### src/rtl/and_chain_pkg.sv
// Shared types and constants for the AND-chain output collector.
package and_chain_pkg;

  typedef enum logic {
    COLLECT = 1'b0,
    HOLD    = 1'b1
  } state_t;

  localparam int PAIR_W             = 2;
  localparam int DEFAULT_WORD_PAIRS = 4;
  localparam int ERRCNT_W           = 8;

endpackage

### src/rtl/and_chain_pair_shreg.sv
// Word register for the collector: writes each accepted pair into its slot
// and walks the pair index, wrapping after the last slot.
// load restarts a word: the pair goes to slot 0 and the index moves to 1.
module and_chain_pair_shreg
  import and_chain_pkg::*;
#(
  parameter  int WORD_PAIRS = DEFAULT_WORD_PAIRS,
  localparam int IDX_W      = $clog2(WORD_PAIRS)
) (
  input  logic                         clk_sys,
  input  logic                         rst_b,
  input  logic                         en,
  input  logic                         load,
  input  logic [PAIR_W-1:0]            pair,
  output logic [PAIR_W*WORD_PAIRS-1:0] word,
  output logic [IDX_W-1:0]             idx,
  output logic                         last
);

  localparam logic [IDX_W-1:0] LAST_IDX = IDX_W'(WORD_PAIRS - 1);

  assign last = (idx == LAST_IDX);

  // Slot write and index advance on every accepted pair.
  always_ff @(posedge clk_sys or negedge rst_b) begin
    if (!rst_b) begin
      word <= '0;
      idx  <= '0;
    end else if (en) begin
      if (load) begin
        word[PAIR_W-1:0] <= pair;
        idx              <= IDX_W'(1);
      end else begin
        for (int p = 0; p < WORD_PAIRS; p++) begin
          if (idx == IDX_W'(p)) word[PAIR_W*p +: PAIR_W] <= pair;
        end
        idx <= last ? '0 : idx + IDX_W'(1);
      end
    end
  end

endmodule

### src/rtl/and_chain_collector.sv
// Collects 2-bit pairs from the AND-chain taps into words of WORD_PAIRS pairs,
// flagging any pair whose chain result differs from the pair MSB.
// Optional build macro: AND_CHAIN_COLLECTOR_ERRCNT_EN adds O_errcnt, a
// saturating count of every mismatched pair accepted since reset.
//
// state   | meaning
// COLLECT | accepting pairs of the current word, no word presented
// HOLD    | completed word presented; input accepted only as the word leaves
module and_chain_collector
  import and_chain_pkg::*;
#(
  parameter  int WORD_PAIRS = DEFAULT_WORD_PAIRS,
  localparam int IDX_W      = $clog2(WORD_PAIRS)
) (
  input  logic                         CLK,
  input  logic                         ASYNCRESETN,
  input  logic                         I_valid,
  input  logic [PAIR_W-1:0]            I,
  input  logic                         I_ref,
  output logic                         I_ready,
  output logic                         O_valid,
  output logic [PAIR_W*WORD_PAIRS-1:0] O,
  output logic                         O_err,
  input  logic                         O_ready
`ifdef AND_CHAIN_COLLECTOR_ERRCNT_EN
  ,
  output logic [ERRCNT_W-1:0]          O_errcnt
`endif
);

  state_t           state;
  state_t           state_nxt;
  logic             in_xfer;
  logic             pair_err;
  logic             first_pair;
  logic             err_acc;
  logic             err_acc_nxt;
  logic             load;
  logic [IDX_W-1:0] idx;
  logic             last;

  assign in_xfer     = I_valid && I_ready;
  assign pair_err    = (I_ref != I[PAIR_W-1]);
  assign load        = (state == HOLD);
  // A pair taken in HOLD is always the first pair of the following word.
  assign first_pair  = load || (idx == '0);
  assign err_acc_nxt = first_pair ? pair_err : (err_acc | pair_err);

  and_chain_pair_shreg #(
    .WORD_PAIRS (WORD_PAIRS)
  ) u_shreg (
    .clk_sys (CLK),
    .rst_b   (ASYNCRESETN),
    .en      (in_xfer),
    .load    (load),
    .pair    (I),
    .word    (O),
    .idx     (idx),
    .last    (last)
  );

  // State register.
  always_ff @(posedge CLK or negedge ASYNCRESETN) begin
    if (!ASYNCRESETN) state <= COLLECT;
    else              state <= state_nxt;
  end

  // Next state: finish a word into HOLD, release it on downstream ready.
  always_comb begin
    state_nxt = state;
    case (state)
      COLLECT: if (in_xfer && last) state_nxt = HOLD;
      HOLD:    if (O_ready)         state_nxt = COLLECT;
      default: state_nxt = COLLECT;
    endcase
  end

  // Handshake outputs decoded from state.
  always_comb begin
    I_ready = 1'b1;
    O_valid = 1'b0;
    case (state)
      COLLECT: begin
        I_ready = 1'b1;
        O_valid = 1'b0;
      end
      HOLD: begin
        I_ready = O_ready;
        O_valid = 1'b1;
      end
      default: begin
        I_ready = 1'b1;
        O_valid = 1'b0;
      end
    endcase
  end

  // Per-word mismatch accumulation; the flag is frozen when the word completes.
  always_ff @(posedge CLK or negedge ASYNCRESETN) begin
    if (!ASYNCRESETN) begin
      err_acc <= 1'b0;
      O_err   <= 1'b0;
    end else if (in_xfer) begin
      err_acc <= err_acc_nxt;
      if ((state == COLLECT) && last) O_err <= err_acc_nxt;
    end
  end

`ifdef AND_CHAIN_COLLECTOR_ERRCNT_EN
  // Lifetime count of mismatched pairs, sticking at all-ones.
  always_ff @(posedge CLK or negedge ASYNCRESETN) begin
    if (!ASYNCRESETN) begin
      O_errcnt <= '0;
    end else if (in_xfer && pair_err && (O_errcnt != {ERRCNT_W{1'b1}})) begin
      O_errcnt <= O_errcnt + ERRCNT_W'(1);
    end
  end
`endif

endmodule

### config.mk
export PLATFORM = sky130hd
export DESIGN_NAME = and_chain_collector
export DESIGN_NICKNAME = d
export VERILOG_FILES = /design/src/rtl/and_chain_pkg.sv /design/src/rtl/and_chain_pair_shreg.sv /design/src/rtl/and_chain_collector.sv
export SDC_FILE = /design/constraint.sdc
export NUM_CORES = 1
export LEC_CHECK = 0
export ABC_AREA = 1
export CAP_MARGIN = 20
export CORE_MARGIN = 3
export CORE_UTILIZATION = 44
export CTS_CLUSTER_DIAMETER = 120
export DETAILED_ROUTE_END_ITERATION = 8
export PLACE_DENSITY = 0.74
export SLEW_MARGIN = 20
export SYNTH_ARGS = -nofsm -noshare
export SYNTH_HDL_FRONTEND = slang
export SYNTH_SLANG_ARGS = --single-unit
### constraint.sdc
create_clock -name CLK -period 1.3 [get_ports CLK]
set_clock_uncertainty 0.1 [all_clocks]
set_input_delay 0.26 -clock CLK [delete_from_list [all_inputs] [get_ports CLK]]
set_output_delay 0.26 -clock CLK [all_outputs]
set_load 0.05 [all_outputs]
======== Yosys cells after proc, flatten, opt, wreduce, memory -nomap -nowiden ========
Index checks and enable logic that the tools add are counted.
W data, S select, Z words.
cells by class
  equal/unequal tests ..................... 4
  reductions and logical operators ........ 11
  muxes and demuxes ....................... 10
  bitwise operators ....................... 2
  add/sub/neg operators ................... 1
operators with widths
  cell                   count
  $reduce_and A3 Y1      3
  $mux W2                4
  $pmux W1 S2            3
  $eq A2 B2 Y1 const B   2
  $reduce_and A2 Y1      2
  $logic_and A1 B1 Y1    3
  $mux W1                3
  $add A2 B1 Y2 const B  1
  $eq A2 B1 Y1 const B   1
  $logic_not A2 Y1       1
  $reduce_bool A2 Y1     1
  $logic_or A1 B1 Y1     1
  $ne A1 B1 Y1           1
  $not A1 Y1             1
  $or A1 B1 Y1           1
word-level totals
  word-level logic and storage cells ...... 36
  register bits ........................... 13

======== Depth between registers and ports, before layout ========
Gate-level depths: netlist of run 1.
  depth after elaboration ................. 6
  gate-level depth with buffers ........... 7

======== Cells and area by module ========
Synthesis of run 1 repeated with hierarchy kept, for this count alone.
second synthesis, totals
  cell total of the unflattened synthesis .. 85
  area total of the unflattened synthesis .. 669.4 um^2
by module, submodules not included
  module                instances  sequential area each (um^2)  area an instance (um^2)  cells each
  and_chain_pair_shreg  1          250.2                        490.5                    56
  and_chain_collector   1          75.1                         178.9                    29

======== Worst setup path after synthesis of run 1 ========
No wires, ideal clock.
  path type ............................... reg-to-reg
  start ................................... register state (netlist: load)
  end ..................................... register err_acc
  path slack .............................. -490 ps
  clock period less this slack ............ 1,790 ps
  arrival ................................. 1,574 ps
  stages on the path, launching flop included .. 6
  data required time ...................... 1,084 ps
  buffers on the path ..................... 0
  cell sequence ........................... dfrtp_1 nand2_1 nand2_1 inv_1 nand2_1 nand2_1
between the ends
  word-level cells in the longest chain between the ends .. 3
  elaborated cells on any way between the ends .. 5
  those cells by class .................... 2 x mux; 1 x bitwise; 2 x reduce/logical
ends and longest elaborated chain
  item                         line                        text
  start, declared              and_chain_collector.sv:31   state_t state;
  start signal, assigned       and_chain_collector.sv:65   else state <= state_nxt;
  $not A1 Y1 (no source line)  n/a
  $pmux W1 S2 *                and_chain_collector.sv:82   case (state)
  named net I_ready            and_chain_collector.sv:20   output logic I_ready,
  $logic_and A1 B1 Y1 *        and_chain_collector.sv:42   assign in_xfer = I_valid && I_ready;
  end signal, assigned         and_chain_collector.sv:104  err_acc <= err_acc_nxt;
  end, declared                and_chain_collector.sv:36   logic err_acc;
Mark *: on every way through the listed nets, which the timed path passes. The rest lies on a longest branch.
A chain may end at the register's enable or synchronous reset.

======== Worst setup path in the final report of run 1 ========
  start ................................... register state (netlist: load)
  end ..................................... output port I_ready
between the ends
  word-level cells in the longest chain between the ends .. 2
ends and longest elaborated chain
  item                         line
  $not A1 Y1 (no source line)  n/a
  $pmux W1 S2 *                and_chain_collector.sv:82
  end, declared                and_chain_collector.sv:20
Mark *: on every way between the ends. The rest lies on a longest branch, timed or not.

==> flow_summary.json, run 1 <==
{
  "vdd_drop_max_v": 0.00196,
  "gp_congestion": 0.773,
  "placed_cell_area_um2": 950,
  "pin_count": 18,
  "p_leak_uw": 0.000566,
  "synthFlopType": "dfrtp_1",
  "cp_data_arrival_time_ns": 0.96,
  "dr.pass1.iters": 4,
  "rows": 12,
  "dp_hpwl_um": 1220,
  "filler_cell_count": 63,
  "totalWireLength_um": 1810,
  "drcViolationCount": 0,
  "worstSetupPathType": "register to output pin",
  "worst_pin_slew_ns": 0.182,
  "antenna_found_initial": 0,
  "clock-sinks": 13,
  "via_count": 597,
  "synth_top_family_by_area": "simple AND/OR/NAND/NOR gates",
  "antenna_left": 0,
  "yosys_warnings": 0,
  "relSlewSlack": 0.878,
  "outcome": "complete, but fails checks",
  "cts_made_buffers": 3,
  "final_max_slew_viol_count": 0,
  "synth.distinct_cells": 13,
  "design_area_um2": 1040,
  "syn_inst": 72,
  "drt-initial-drc-count": 15,
  "syn-cell-area_um2": 613,
  "setup_violations": 2,
  "synth_edf_count": 0,
  "clock_path_buffers": 2,
  "syn_avg_cell_area_um2": 8.52,
  "max_freq_ghz": 0.755,
  "grt_overflow": 0,
  "hold_viol": 0,
  "hp-class": "input port to asynchronous set/reset pin",
  "crit_fanout": 3,
  "synth_xor_area_frac": 0,
  "nets": 115,
  "via_per_inst": 5.10,
  "io_buffers": 17,
  "grt_pass1_vias": 599,
  "core_um2": 1200,
  "grt_pass1_wl_um": 2710,
  "violations": "negative setup slack",
  "synth_compound_area_frac": 0.0714,
  "cts_tree": "done",
  "die_x_um": 43.3,
  "path_clk_slew_ns": 0.09,
  "yosys-top-cells-area": "dfrtp_1, nand2_1, ha_1, inv_1, o21ai_1",
  "clk_latency_ns": 0.29,
  "start_util": 0.510,
  "syn_to_final_growth_pct": 70.2,
  "synthArstFlopShare": 1.00,
  "die_area_um2": 1880,
  "synth_common_cells": "nand2_1, dfrtp_1, inv_1, o21ai_1, ha_1",
  "crit_path_end_kind": "output pin",
  "synth_simple_gate_area_frac": 0.249,
  "synth_top_area_cell": "dfrtp_1",
  "drive_gt1_frac": 0.379,
  "rsz0062_at_grt": "true",
  "die_y_um": 43.3,
  "cp.required_ns": 0.94,
  "antennaDiodeCount": 0,
  "h-tree-depth": 1,
  "grt_max_degree": 14,
  "synth_fa_ha_area_frac": 0.0816,
  "maxCapViolations": 0,
  "fin_crit_sh": 1.02,
  "start_kind": "register",
  "muxShareOfSynthArea": 0,
  "routedWlPerCell_um": 15.4,
  "track_usage": 0.200,
  "fin_ws_ns": -0.0238,
  "synth_most_common_cell": "nand2_1",
  "synthesis.nets": 83,
  "power_uw": 2970,
  "ys_seq_elements": 13,
  "p_per_area_nw_per_um2": 2850,
  "period_needed_ns": 1.32,
  "root_buffer": "clkbuf_4",
  "yosysTopAreaCellShare": 0.531,
  "ys_seq_area_frac": 0.531
}
kinds of logic after synthesis:
logic type / Yosys count
AND/OR/NAND/NOR: 36
flip-flops: 13
buffers and inverters: 11
AO/OA/AOI/OAI: 8
adder cells (fa/ha/maj): 4
layout make-up:
type	count	area [um^2]	area share
multi-input cells	48	277	0.265
inverters	11	41.3	0.0396
flip-flops and latches	13	327	0.313
well taps	14	17.5	0.0168
clock inverters	1	5.00	0.00480
repair buffers	27	354	0.339
clock buffers	3	22.5	0.0216
layout by cell type (no fill, tap or decap), drive strengths merged:
cell / synthesis / layout
nand2: 29 / 29
buf: 0 / 21
dfrtp: 13 / 13
inv: 11 / 11
o21ai: 7 / 7
clkdlybuf4s50: 0 / 5
ha: 4 / 4
clkbuf: 0 / 3
nor2: 3 / 3
nand4: 2 / 2
nand3: 2 / 2
a21oi: 1 / 1
clkinv: 0 / 1
dlygate4sd2: 0 / 1
power by group:
group / internal, uW / switching [uW]
combinational: 870 / 1020
sequential: 593 / 217
clock: 115 / 153
final timing paths:
| check | slack (ns) | depth (start not counted) | startpoint | end |
|---|---|---|---|---|
| max in group asynchronous | 0.76 | 2 | ASYNCRESETN | load |
| worst max register to register | -0.01 | 5 | load | u_shreg.word[7] |
| worst min-delay path | 0.16 | 2 | ASYNCRESETN | u_shreg.word[7] |
| worst max-delay path | -0.02 | 2 | load | I_ready |
| min in group CLK | 0.41 | 2 | err_acc | err_acc |
| worst min register to register | 0.41 | 2 | err_acc | err_acc |
what timing repair did:
action / in CTS / in global routing
pin swaps: 1 / 3
hold buffers: 0 / 0
setup buffers: 2 / 4
setup endpoints to repair: 1 / 9
gates resized for setup: 2 / 9
sequential cells by signal (all words and copies together), names as in the netlist:
name and flops:
u_shreg.word 8, err_acc 1, u_shreg.idx 2, O_err 1, load 1
critical path: stages, from the launching register on:
cell and delay, ns:
dfrtp_2 0.46, nand2_4 0.09, buf_12 0.13
stage by stage:
| step | cells | utilization | hold slack [ns] | worst slack [ns] | TNS [ns] |
|---|---|---|---|---|---|
| after floorplan | 72 | - | -0.136 | 0.0429 | 0 |
| after global placement | 107 | 0.791 | 0.365 | -0.0817 | -0.652 |
| after detailed placement | 107 | 0.791 | 0.391 | -0.147 | -0.966 |
| after CTS | 113 | 0.825 | 0.188 | -0.00409 | -0.00409 |
| after global routing | 117 | 0.869 | 0.171 | -0.0614 | -0.250 |
| final | 117 | 0.869 | 0.164 | -0.0238 | -0.0372 |
routing by layer:
layer	global-route usage	vias to the layer above	share of wire
met2	0.372	31	0.53
met3	0.0415	6	0.060
met4	0.0964	0	0.032
met1	0.211	275	0.37
li1	-	285	-
met5	0	-	0
Power figures use the tool's default switching activity.
==> run 2, diff against run 1 <==
--- a/config.mk
+++ b/config.mk
@@ -12,6 +12,7 @@
 export CTS_CLUSTER_DIAMETER = 120
 export DETAILED_ROUTE_END_ITERATION = 8
 export PLACE_DENSITY = 0.74
+export SETUP_SLACK_MARGIN = 0.3
 export SLEW_MARGIN = 20
 export SYNTH_ARGS = -nofsm -noshare
 export SYNTH_HDL_FRONTEND = slang
==> run 2 against run 1 <==
  * Clock-buffer cell count is 1 higher
  * Largest cell class unchanged
  * Global-route usage up 1.8 points
  * Non-clock buffer count grew 4
  * Final cell count rose by 3.4%
  * Maximum frequency shrank 5.6%
  * Largest power group unchanged
  * First-iteration DRC count up 150%
  * The flow still finishes with violations (negative setup slack)
  * Highest routed layer unchanged
==> flow_summary.json, run 2 (synthesis results as in run 1) <==
{
  "drcViolationCount": 0,
  "via_count": 671,
  "worstSetupPathType": "register to output pin",
  "clock-sinks": 13,
  "path_buf_inv": 1,
  "path_clk_slew_ns": 0.09,
  "largest_reg_flops": 8,
  "cp_cell_sequence": "nand2_8, buf_12",
  "totalWireLength_um": 2340,
  "vdd_drop_max_v": 0.00172,
  "p_leak_uw": 0.000575,
  "final_common_cell": "nand2_1",
  "drive_gt1_frac": 0.430,
  "nets": 119,
  "violations": "negative setup slack",
  "worst_pin_slew_ns": 0.180,
  "drt-initial-drc-count": 37,
  "clk_latency_ns": 0.29,
  "final_cell_mix": "nand2_1, dfrtp_1, buf_4, buf_12",
  "die_x_um": 43.3,
  "p_clk_frac": 0.085,
  "grt_overflow": 0,
  "period_needed_ns": 1.40,
  "placed_cells": 107,
  "fin_ws_ns": -0.103,
  "crit_fanout": 3,
  "r2r-start": "load",
  "ctsHoldBuffers": 0,
  "crit_path_end_kind": "output pin",
  "antennaDiodeCount": 0,
  "pin_count": 18,
  "root_buffer": "clkbuf_4",
  "track_usage": 0.218,
  "final_max_slew_viol_count": 0,
  "critical_path.max_stage_delay_ns": 0.54,
  "grt_pass1_vias": 627,
  "grt_max_degree": 14,
  "start_util": 0.510,
  "outcome": "complete, but fails checks",
  "cts_made_buffers": 3,
  "cp_data_arrival_time_ns": 1.04,
  "p_comb_frac": 0.651,
  "setup_violations": 9,
  "reg_top3": "u_shreg.word x8, u_shreg.idx x2",
  "via_per_inst": 5.55,
  "hp-class": "input port to asynchronous set/reset pin",
  "rsz0062_at_grt": "true",
  "routedWlPerCell_um": 19.4,
  "gp_congestion": 0.782,
  "p_switching_uw": 1480,
  "io_buffers": 17,
  "seqPwrFrac": 0.264,
  "die_y_um": 43.3,
  "clock_path_buffers": 2,
  "crit_cells": 2,
  "maxCapViolations": 0,
  "antenna_left": 0,
  "die_area_um2": 1880,
  "switching_share": 0.470,
  "r2r_cells": 5,
  "dr.pass1.iters": 4,
  "core_um2": 1200,
  "regMostFlops": "u_shreg.word",
  "crit_family": "flip-flops",
  "antenna_found_initial": 0,
  "start_kind": "register",
  "fin_crit_sh": 1.08,
  "p_per_area_nw_per_um2": 2860,
  "r2r_slack_ns": -0.10,
  "rows": 12,
  "max_freq_ghz": 0.713,
  "slowest_stage": "dfrtp_4",
  "r2r_end": "u_shreg.word[5]",
  "h-tree-depth": 1,
  "layout.cells.non_filler": 121,
  "cp.required_ns": 0.94,
  "utilization": 0.917,
  "grt_pass1_wl_um": 2960,
  "cts_tree": "done",
  "finalHoldWorstSlack_ns": 0.184,
  "startpoint": "load",
  "p_int_uw": 1670,
  "hold_viol": 0,
  "relSlewSlack": 0.880,
  "cp-endpoint": "I_ready",
  "dp_hpwl_um": 1110,
  "syn_to_final_growth_pct": 79.6
}
==> run 2: layer usage <==
layer / share of wire / wire (um) / global-route usage
met5: 0 / 0 / 0
met3: 0.082 / 193 / 0.0498
met4: 0.032 / 76 / 0.102
met2: 0.53 / 1240 / 0.357
met1: 0.36 / 833 / 0.270
==> run 2: repair_timing <==
action                     CTS  global route
setup endpoints to repair   24            24
gates cloned                 0             0
pin swaps                    2             2
gates resized for setup      8             4
buffers inserted             5             5
==> run 2: power groups by stage <==
stage	clock network, uW	logic [uW]	registers [uW]
after floorplan	0	432	1230
after global placement	0	1650	823
after detailed placement	0	1690	832
after CTS	254	1860	817
after global routing	292	2150	845
final	268	2050	834
==> run 2: layout make-up <==
| cell class | instances | area (um^2) |
|---|---|---|
| sequential | 13 | 329 |
| multi-input combinational | 48 | 294 |
| fill | 50 | 100 |
| timing repair buffer | 31 | 393 |
| inverter | 11 | 41.3 |
| tap | 14 | 17.5 |
| clock buffer | 4 | 26.3 |
==> run 2: worst min-delay path by stage <==
stage / to / slack [ns] / cells after the start / from
CTS: u_shreg.word[4] / 0.18 / 2 / ASYNCRESETN
global route: u_shreg.word[3] / 0.20 / 2 / ASYNCRESETN
finish: load / 0.18 / 2 / ASYNCRESETN
floorplan: O_err / -0.14 / 0 / ASYNCRESETN
global placement: err_acc / 0.37 / 2 / err_acc
detailed placement: err_acc / 0.37 / 2 / err_acc
==> run 2: per-stage QoR <==
stage                     power, uW  TNS, ns  instance area (um^2)  setup WS, ns
after global placement         2470   -0.848                   973        -0.105
after detailed placement       2520    -1.00                   973        -0.122
final                          3150   -0.579                  1100        -0.103
after floorplan                1660        0                   646         0.146
after CTS                      2930   -0.166                  1050       -0.0977
after global routing           3290   -0.952                  1100        -0.122
==> run 3, diff against run 2 <==
--- a/config.mk
+++ b/config.mk
@@ -7,10 +7,11 @@
 export LEC_CHECK = 0
 export ABC_AREA = 1
 export CAP_MARGIN = 20
-export CORE_MARGIN = 3
+export CORE_MARGIN = 5
 export CORE_UTILIZATION = 44
 export CTS_CLUSTER_DIAMETER = 120
 export DETAILED_ROUTE_END_ITERATION = 8
+export GPL_TIMING_DRIVEN = 0
 export PLACE_DENSITY = 0.74
 export SETUP_SLACK_MARGIN = 0.3
 export SLEW_MARGIN = 20
==> run 3 against run 2 <==
  * Final area decreased by 2.3%
  * Maximum frequency increased by 2.7%
  * Register-to-register slack better by 0.06 ns
  * Highest routed layer unchanged
  * Sequential share of layout area is 0.70 points higher
  * The run ends with negative hold slack, negative setup slack left
  * Clock power is 7% lower
  * Critical path type unchanged
  * Clock-buffer cell count unchanged
  * Global-route usage down 6.4 points
  * Wire length down 31%
  * Critical endpoint unchanged
==> flow_summary.json, run 3 (synthesis results as in run 1) <==
{
  "drt-initial-drc-count": 20,
  "path_clk_slew_ns": 0.08,
  "met2_length_um": 814,
  "regMostFlops": "u_shreg.word",
  "filler_cell_count": 80,
  "clk_latency_ns": 0.28,
  "final_max_slew_viol_count": 0,
  "pin_count": 18,
  "critical_path.max_stage_delay_ns": 0.52,
  "h-tree-depth": 1,
  "crit_path_end_kind": "output pin",
  "clock_path_buffers": 2,
  "r2r-start": "load",
  "die_area_um2": 2240,
  "grt_max_degree": 14,
  "p_clk_frac": 0.086,
  "setup_violations": 10,
  "crit_family": "flip-flops",
  "via_per_inst": 4.95,
  "start_kind": "register",
  "reg_top3": "u_shreg.word x8, u_shreg.idx x2",
  "relSlewSlack": 0.610,
  "placed_cell_area_um2": 835,
  "final_cell_mix": "nand2_1, buf_4, dfrtp_1, buf_6, inv_2",
  "drcViolationCount": 0,
  "fin_ws_ns": -0.0662,
  "drive_gt1_frac": 0.500,
  "io_buffers": 17,
  "design_area_um2": 1080,
  "dpl_worst_slack_ns": -0.768,
  "core_um2": 1320,
  "rsz0062_at_grt": "true",
  "clock-sinks": 13,
  "track_usage": 0.153,
  "crit_cells": 2,
  "dp_hpwl_um": 893,
  "start_util": 0.465,
  "period_needed_ns": 1.37,
  "p_switching_uw": 1390,
  "syn_to_final_growth_pct": 75.5,
  "nets": 122,
  "cp_cell_sequence": "nand2_8, buf_8",
  "final_common_cell": "nand2_1",
  "grt_overflow": 0,
  "antenna_left": 0,
  "p_int_uw": 1530,
  "maxCapViolations": 0,
  "hold_viol": 13,
  "violations": "negative hold slack, negative setup slack",
  "root_buffer": "clkbuf_4",
  "antenna_found_initial": 0,
  "path_buf_inv": 1,
  "crit_fanout": 3,
  "worst_pin_slew_ns": 0.584,
  "vdd_drop_max_v": 0.00130,
  "dr_wl_met3_um": 99,
  "r2r_end": "u_shreg.word[7]",
  "cts_tree": "done",
  "p_leak_uw": 0.000579,
  "ctsHoldBuffers": 0,
  "cp_data_arrival_time_ns": 1.01,
  "wl_met1_um": 695,
  "slowest_stage": "dfrtp_4",
  "finalHoldWorstSlack_ns": -0.145,
  "antennaDiodeCount": 0,
  "p_per_area_nw_per_um2": 2720,
  "cts_made_buffers": 3,
  "switching_share": 0.475,
  "max_freq_ghz": 0.732,
  "totalWireLength_um": 1630,
  "hp-class": "input port to asynchronous set/reset pin",
  "r2r_slack_ns": -0.04,
  "routedWlPerCell_um": 13.0,
  "grt_pass1_wl_um": 2310,
  "seqPwrFrac": 0.259,
  "worstSetupPathType": "register to output pin",
  "die_y_um": 47.3,
  "die_x_um": 47.3,
  "largest_reg_flops": 8,
  "rows": 13,
  "dr.pass1.iters": 4,
  "p_comb_frac": 0.656,
  "r2r_cells": 5,
  "via_count": 619,
  "cp.required_ns": 0.94,
  "grt_pass1_vias": 521,
  "startpoint": "load",
  "power_uw": 2920,
  "cp-endpoint": "I_ready",
  "highest_layer": "met4",
  "outcome": "complete, but fails checks",
  "gp_congestion": 0.847,
  "fin_crit_sh": 1.05
}
## run 3: final cells by class
cell class                      count  area [um^2]  area share
Multi-Input combinational cell     48          334       0.310
Inverter                           11         41.3      0.0384
Sequential cell                    13          329       0.306
Timing Repair Buffer               34          327       0.303
Tap cell                           15         18.8      0.0174
Clock buffer                        4         26.3      0.0244
## run 3: how the worst min path moves through the flow
stage,start,to,slack [ns]
floorplan,ASYNCRESETN,O_err,-0.14
global placement,O_err,O_err,0.36
finish,ASYNCRESETN,u_shreg.word[0],-0.15
detailed placement,O_err,O_err,0.36
global route,ASYNCRESETN,u_shreg.word[0],-0.10
CTS,ASYNCRESETN,u_shreg.word[0],0.27
## run 3: routing by layer
metal,vias to the layer above,global-route usage
li1,304,-
met1,290,0.179
met2,23,0.265
met3,2,0.0460
met4,0,0.0497
met5,-,0
## run 3: power by group through the flow
stage                     sequential (uW)  clock (uW)  combinational (uW)
after detailed placement              738           0                1330
after CTS                             745         255                1700
after floorplan                      1230           0                 432
after global routing                  773         277                2050
final                                 756         250                1920
after global placement                733           0                1320
## run 3: metrics by stage
stage                util  cells  TNS [ns]
global placement    0.633    104     -5.36
CTS                 0.751    118    -0.136
floorplan               -     72         0
finish              0.817    125    -0.283
global route        0.817    125    -0.832
detailed placement  0.633    104     -5.54
## run 3: what timing repair did
action | 4_1_cts | 5_1_grt
endpoints found under the setup margin | 24 | 25
gates resized for setup | 91 | 11
gates cloned | 0 | 0
pin swaps | 3 | 5
endpoints found under the hold margin | 0 | 13
buffers inserted | 10 | 7
